File: config.mk
export PLATFORM = sky130hd
export DESIGN_NAME = ch_stage_sequencer
export DESIGN_NICKNAME = d
export VERILOG_FILES = /design/src/rtl/ch_stage_sequencer.sv
export SDC_FILE = /design/constraint.sdc
export NUM_CORES = 1
export LEC_CHECK = 0
export ABC_AREA = 1
export CAP_MARGIN = 20
export CORE_MARGIN = 2
export CORE_UTILIZATION = 30
export CTS_CLUSTER_SIZE = 24
export DETAILED_ROUTE_END_ITERATION = 8
export PLACE_DENSITY = 0.9
export SKIP_LAST_GASP = 1
export SLEW_MARGIN = 10
export SYNTH_ARGS = -nofsm -noshare
export SYNTH_HDL_FRONTEND = slang
export SYNTH_SLANG_ARGS = --single-unit
File: constraint.sdc
create_clock -name clock -period 2.7 [get_ports clock]
set_input_delay 0.54 -clock clock [delete_from_list [all_inputs] [get_ports clock]]
set_output_delay 0.54 -clock clock [all_outputs]
set_load 0.02 [all_outputs]
File: src/rtl/ch_stage_sequencer.sv
// Cluster-head stage sequencer: launches each processing stage in order and grants it the shared memory port.
// Optional per-stage watchdog enabled by defining SEQ_TIMEOUT_EN.
//
//   state    | meaning
//   ---------+----------------------------------------------------------
//   S_IDLE   | no run; waits for en
//   S_LAUNCH | one-cycle start pulse to stage idx, watchdog cleared
//   S_WAIT   | stage idx owns the memory port until its done
//   S_NEXT   | bus turnaround, advance idx or finish
//   S_FINISH | one-cycle done pulse to the node controller
module ch_stage_sequencer #(
    parameter int NUM_STAGES     = 4,
    parameter int ADDR_W         = 11,
    parameter int WORD_W         = 16,
    parameter int TIMEOUT_CYCLES = 4095,
    localparam int IDX_W         = $clog2(NUM_STAGES)
) (
    input  logic                         clock,
    input  logic                         nrst,
    input  logic                         en,
    input  logic                         abort,
    output logic [NUM_STAGES-1:0]        stage_start,
    input  logic [NUM_STAGES-1:0]        stage_done,
    input  logic [NUM_STAGES*ADDR_W-1:0] stage_address,
    input  logic [NUM_STAGES-1:0]        stage_wr_en,
    input  logic [NUM_STAGES*WORD_W-1:0] stage_data_out,
    output logic [ADDR_W-1:0]            address,
    output logic                         wr_en,
    output logic [WORD_W-1:0]            data_out,
    output logic                         busy,
    output logic [IDX_W-1:0]             active_stage,
    output logic                         done,
    output logic                         error
);

    typedef enum logic [2:0] {
        S_IDLE   = 3'd0,
        S_LAUNCH = 3'd1,
        S_WAIT   = 3'd2,
        S_NEXT   = 3'd3,
        S_FINISH = 3'd4
    } state_t;

    localparam logic [IDX_W-1:0] LAST_IDX = IDX_W'(NUM_STAGES - 1);

    if (NUM_STAGES < 2 || TIMEOUT_CYCLES < 1) begin : g_param_check
        $error("ch_stage_sequencer: NUM_STAGES must be >= 2 and TIMEOUT_CYCLES >= 1");
    end

    state_t           state_q, state_d;
    logic [IDX_W-1:0] idx_q, idx_d;

    logic              grant_done;
    logic              grant_wr;
    logic [ADDR_W-1:0] grant_addr;
    logic [WORD_W-1:0] grant_data;

`ifdef SEQ_TIMEOUT_EN
    localparam int              WD_W    = $clog2(TIMEOUT_CYCLES + 1);
    localparam logic [WD_W-1:0] WD_LAST = WD_W'(TIMEOUT_CYCLES - 1);

    logic [WD_W-1:0] wd_q, wd_d;
    logic            error_q, error_d;
`endif

    // Select the signals of the stage addressed by the registered index only.
    always_comb begin
        grant_done = 1'b0;
        grant_wr   = 1'b0;
        grant_addr = '0;
        grant_data = '0;
        for (int i = 0; i < NUM_STAGES; i++) begin
            if (idx_q == IDX_W'(i)) begin
                grant_done = stage_done[i];
                grant_wr   = stage_wr_en[i];
                grant_addr = stage_address[i*ADDR_W +: ADDR_W];
                grant_data = stage_data_out[i*WORD_W +: WORD_W];
            end
        end
    end

    always_comb begin
        state_d = state_q;
        idx_d   = idx_q;
`ifdef SEQ_TIMEOUT_EN
        wd_d    = wd_q;
        error_d = error_q;
`endif
        case (state_q)
            S_IDLE: begin
                if (en) begin
                    idx_d   = '0;
                    state_d = S_LAUNCH;
`ifdef SEQ_TIMEOUT_EN
                    error_d = 1'b0;
`endif
                end
            end
            S_LAUNCH: begin
                state_d = S_WAIT;
`ifdef SEQ_TIMEOUT_EN
                wd_d    = '0;
`endif
            end
            S_WAIT: begin
                if (grant_done) begin
                    state_d = S_NEXT;
                end
`ifdef SEQ_TIMEOUT_EN
                else if (wd_q == WD_LAST) begin
                    error_d = 1'b1;
                    state_d = S_IDLE;
                end else begin
                    wd_d = wd_q + 1'b1;
                end
`endif
            end
            S_NEXT: begin
                if (idx_q == LAST_IDX) begin
                    state_d = S_FINISH;
                end else begin
                    idx_d   = idx_q + 1'b1;
                    state_d = S_LAUNCH;
                end
            end
            S_FINISH: begin
                state_d = S_IDLE;
            end
            default: begin
                state_d = S_IDLE;
            end
        endcase

        // Abort beats both a coincident stage done and a watchdog expiry.
        if (abort && (state_q != S_IDLE)) begin
            state_d = S_IDLE;
`ifdef SEQ_TIMEOUT_EN
            error_d = error_q;
`endif
        end
    end

    always_ff @(posedge clock or negedge nrst) begin
        if (!nrst) begin
            state_q <= S_IDLE;
            idx_q   <= '0;
        end else begin
            state_q <= state_d;
            idx_q   <= idx_d;
        end
    end

`ifdef SEQ_TIMEOUT_EN
    always_ff @(posedge clock or negedge nrst) begin
        if (!nrst) begin
            wd_q    <= '0;
            error_q <= 1'b0;
        end else begin
            wd_q    <= wd_d;
            error_q <= error_d;
        end
    end

    assign error = error_q;
`else
    assign error = 1'b0;
`endif

    always_comb begin
        stage_start = '0;
        for (int i = 0; i < NUM_STAGES; i++) begin
            stage_start[i] = (state_q == S_LAUNCH) && (idx_q == IDX_W'(i));
        end
    end

    // Memory port is driven only while a stage is granted; all other states park it at zero.
    always_comb begin
        address  = '0;
        data_out = '0;
        wr_en    = 1'b0;
        if (state_q == S_WAIT) begin
            address  = grant_addr;
            data_out = grant_data;
            wr_en    = grant_wr & ~abort;
        end
    end

    assign busy         = (state_q != S_IDLE);
    assign done         = (state_q == S_FINISH);
    assign active_stage = idx_q;

endmodule

Word level (Yosys, flattened, before mapping)
Index checks and enable logic that the tools add are counted.

Add/subtract/negate cells: 1. Multipliers: 0. Divide/modulo/power cells: 0. Order comparisons: 0. Eq/ne operators: 11. Shift-type cells: 0. Muxes and demuxes: 27. Bitwise logic cells: 2. Reduce and logical (&&, ||, !) cells: 11.

Operator list (number): 16-bit two-way mux (5); 11-bit two-way mux (5); 3-bit two-way mux (4); 3-bit one-hot mux with 4 select lines (1); 1-bit two-way mux (9); 3-bit by 2-bit == test with 1-bit output, second input constant (2); 3-bit inequality test, second input constant (2); 1-bit logical AND (5); 2-bit == test, second input constant (2); 2-bit two-way mux (2); 2-bit inequality test, second input constant (2); 2-bit one-hot mux with 2 select lines (1); 3-bit by 1-bit == test with 1-bit output, second input constant (1); 3-bit == test, second input constant (1); 3-bit zero test (1); 3-bit AND reduction (1); 3-bit nonzero test (1); 2-bit by 1-bit adder with 2-bit output, second input constant (1); 2-bit by 1-bit == test with 1-bit output, second input constant (1); 2-bit zero test (1); 2-bit AND reduction (1); 2-bit nonzero test (1); 1-bit bitwise AND (1); 1-bit NOT (1).

Register bits after elaboration: 5. Bits in latches: 0. RAM bits: 0. Bits in read-only memories: 0. Bits of input ports: 120. Logic and storage cells: 54. Memories kept: 0.

Depth between registers and ports, before layout
Word-level depth: 8. Gate-level depth with buffers: 10. Gate-level depth less buffers: 9.

Worst setup path after synthesis
Ideal clock, no wire load.

Path type: flip-flop to output port. Start point: register idx_q[0], in the netlist active_stage[0]. End point: output address[1]. Data arrival time: 1665 ps. Data required time: 2160 ps. Setup slack: 495 ps. Cell stages (with the launch flop): 8. Cells stage by stage: dfrtp_1 inv_1 ha_1 inv_2 buf_2 buf_2 o21ai_0 a21oi_1.

Word-level cells in the longest chain between the ends: 6. Elaborated cells on any way between the ends: 9.

RTL lines: start, declared (RTL line 51) `logic [IDX_W-1:0] idx_q, idx_d;`; start signal, assigned (RTL line 149) `idx_q <= idx_d;`; 2-bit zero test (RTL line 73) `if (idx_q == IDX_W'(i)) begin`; 11-bit two-way mux (3 in a row) (RTL line 73); 11-bit two-way mux (*) (RTL line 73); 11-bit two-way mux (*) (RTL line 181) `if (state_q == S_WAIT) begin`; end, declared (RTL line 27) `output logic [ADDR_W-1:0] address,`.

Mark *: on every way between the ends. The rest lies on a longest branch, timed or not.

Final worst setup path
Start point: register idx_q[0], in the netlist active_stage[0]. End point: output address[0].

Same word-level chain as after synthesis.

==> results_dict.tcl <==
set metrics [dict create \
    finClkSkew_ns 0.00202 \
    wl_um 6710 \
    die_w_um 71.6 \
    yosysTopAreaCell "a21oi_1" \
    antenna_found_initial 0 \
    dpl_cell_area_um2 2990 \
    fin_crit_sh_pct 94.2 \
    hp-class "in2async" \
    synth-xor-area-share_pct 0 \
    final_util_pct 68.8 \
    drt_iter0_drc 129 \
    netlist-cell-type-count 20 \
    finalMaxSlewViolations 0 \
    pwr_density_cell_nw_per_um2 799 \
    post_cts_buffers 0 \
    synth_compound_area_share_pct 42.1 \
    synth_nets 383 \
    synthDominantCellAreaShare_pct 20.8 \
    status "completed" \
    setup-tns-final_ns 0 \
    synth-simple-area-share_pct 30.8 \
    drive_above_1_share_pct 6.13 \
    place.gp.congestion 0.809 \
    cts_resized 25 \
    setup_violations 0 \
    port_buffers 155 \
    synthCells 259 \
    viasPerCell 5.18 \
    num_rows 24 \
    ys_seq_area_share_pct 9.13 \
    final_area_um2 3020 \
    power_leakage_nw 1.44 \
    synth-adder-area-share_pct 3.65 \
    cts_tree "done" \
    drc 0 \
    use_met1_pct 30.3 \
    die_h_um 71.6 \
    io_pins 157 \
    fmax_mhz 393 \
    synth_seq_cells 5 \
    period_needed_ns 2.54 \
    design.core.area_um2 4380 \
    synth_top_family_by_area "compound AO/OA/AOI/OAI gates" \
    crit_required_ns 2.16 \
    hold_buffers 0 \
    cts_buffers 3 \
    grt_pass1_wl_um 10600 \
    global_route.usage.met2_pct 47.8 \
    avgSynthCellArea_um2 5.29 \
    cts_root_buf "clkbuf_8" \
    cp_max_fo 15 \
    grt_overflow 0 \
    rsz0062_at_grt "false" \
    grt_max_degree 29 \
    cp-end-kind "output port" \
    nNetsFinal 533 \
    busiest_layer "met2" \
    clkTransAtPathRegs_ns 0.04 \
    finalHoldViolCount 0 \
    maxCapViolCount 0 \
    synthesis.area_um2 1370 \
    path_class "reg2out" \
    route.vias.total 2382 \
    syn_to_final_growth_pct 120 \
    start_kind "flop" \
    post-dp-hpwl_um 5280 \
    worstSkewPairLatency_ns 0.22 \
    antenna_cells 0 \
    grt.met3_usage_pct 2.81 \
    synthTopCellsByArea "a21oi_1 21%, nand2_1 13%, nand3_1 12%" \
    cp.arrival_ns 2.00 \
    grt_use_total_pct 25.2 \
    synth_warnings 0 \
    ant_nets 0 \
    ir_drop_uv 484 \
    firstDrtPassIters 4 \
    htreeDepth 1 \
    start_util_pct 31.2 \
    synthMuxAreaShare_pct 0 \
    cts_sinks 5 \
    wl_per_cell_um 14.6 \
    cts_max_path_buffers 2 \
    whs_ns 0.543 \
    die_area_um2 5120 \
    total_power_mw 2.41 \
    grt_pass1_vias 2307 \
]
cell families (layout without fill, tap and decap cells):
| group | Yosys count | in the layout |
|---|---|---|
| adder cells (fa/ha/maj) | 4 | 4 |
| AO/OA/AOI/OAI | 115 | 115 |
| AND/OR/NAND/NOR | 94 | 94 |
| other | 1 | 1 |
| flip-flops | 5 | 5 |
| buffers and inverters | 40 | 189 |
report_power, final:
part           switching (mW)  internal [mW]
logic                    1.22          0.905
clock network          0.0358          0.101
registers              0.0451          0.103
state kept, by name, indices dropped and copies added, names as in the netlist:
register and count:
active_stage 2, state_q 3
path summary, 6_finish.rpt:
kind	startpoint	end	slack, ns	cells past startpoint
setup / recovery	active_stage[0]$_DFFE_PN0P_	address[0]	0.16	8
hold / removal	nrst	state_q[2]$_DFFE_PN0P_	0.54	1
setup reg to reg	active_stage[0]$_DFFE_PN0P_	state_q[0]$_DFFE_PN0P_	1.14	10
hold reg to reg	active_stage[0]$_DFFE_PN0P_	active_stage[0]$_DFFE_PN0P_	0.58	2
max in group asynchronous	nrst	state_q[1]$_DFFE_PN0P_	1.97	1
min in group clock	active_stage[0]$_DFFE_PN0P_	active_stage[0]$_DFFE_PN0P_	0.58	2
per-layer routing:
metal	wire, µm	vias up
met4	80	0
met3	460	8
met1	2700	1075
met5	0	-
li1	-	1191
met2	3470	108
area by class of cell:
class | count | area, µm²
timing repair buffer | 170 | 1670
fill | 409 | 1370
multi-input combinational | 214 | 1050
sequential | 5 | 125
tap | 52 | 65.1
inverter | 15 | 58.8
clock buffer | 4 | 45.0
Yosys cell counts:
| master | count |
|---|---|
| o21ai_1 | 25 |
| dfrtp_1 | 5 |
| nor2_4 | 1 |
| nand2_1 | 46 |
| nor3_1 | 1 |
| ha_1 | 4 |
| a21oi_1 | 57 |
| nor2_8 | 1 |
| inv_1 | 11 |
| buf_4 | 2 |
| nand4_1 | 1 |
| o22ai_1 | 1 |
| buf_6 | 2 |
| nor2_1 | 11 |
| buf_2 | 16 |
| nand3_1 | 33 |
| inv_2 | 4 |
| conb_1 | 1 |
| o21ai_0 | 32 |
| clkbuf_1 | 5 |
worst max-delay path: stages, from the launching register on:
cell           delay [ns]
dfrtp_1              0.43
inv_1                0.12
ha_1                 0.25
buf_4                0.25
a21oi_1              0.06
nand2_1              0.06
o21ai_0              0.07
a21oi_1              0.18
dlygate4sd2_1        0.36
through the flow:
step	setup WS, ns	instances
3_3_place_gp	0.108	456
3_5_place_dp	0.0554	456
4_1_cts	-0.0266	460
5_1_grt	0.00781	460
6_report	0.157	460
2_1_floorplan	0.495	259
cells in the final DEF, fill, tap and decap left out, types with 11 or more instances in the layout:
master	count
buf_4	13
o21ai_1	25
clkdlybuf4s50_1	127
nand2_1	46
inv_1	11
o21ai_0	32
nand3_1	33
dlygate4sd2_1	20
nor2_1	11
a21oi_1	57
No activity file was read; power rests on OpenSTA's default activity.
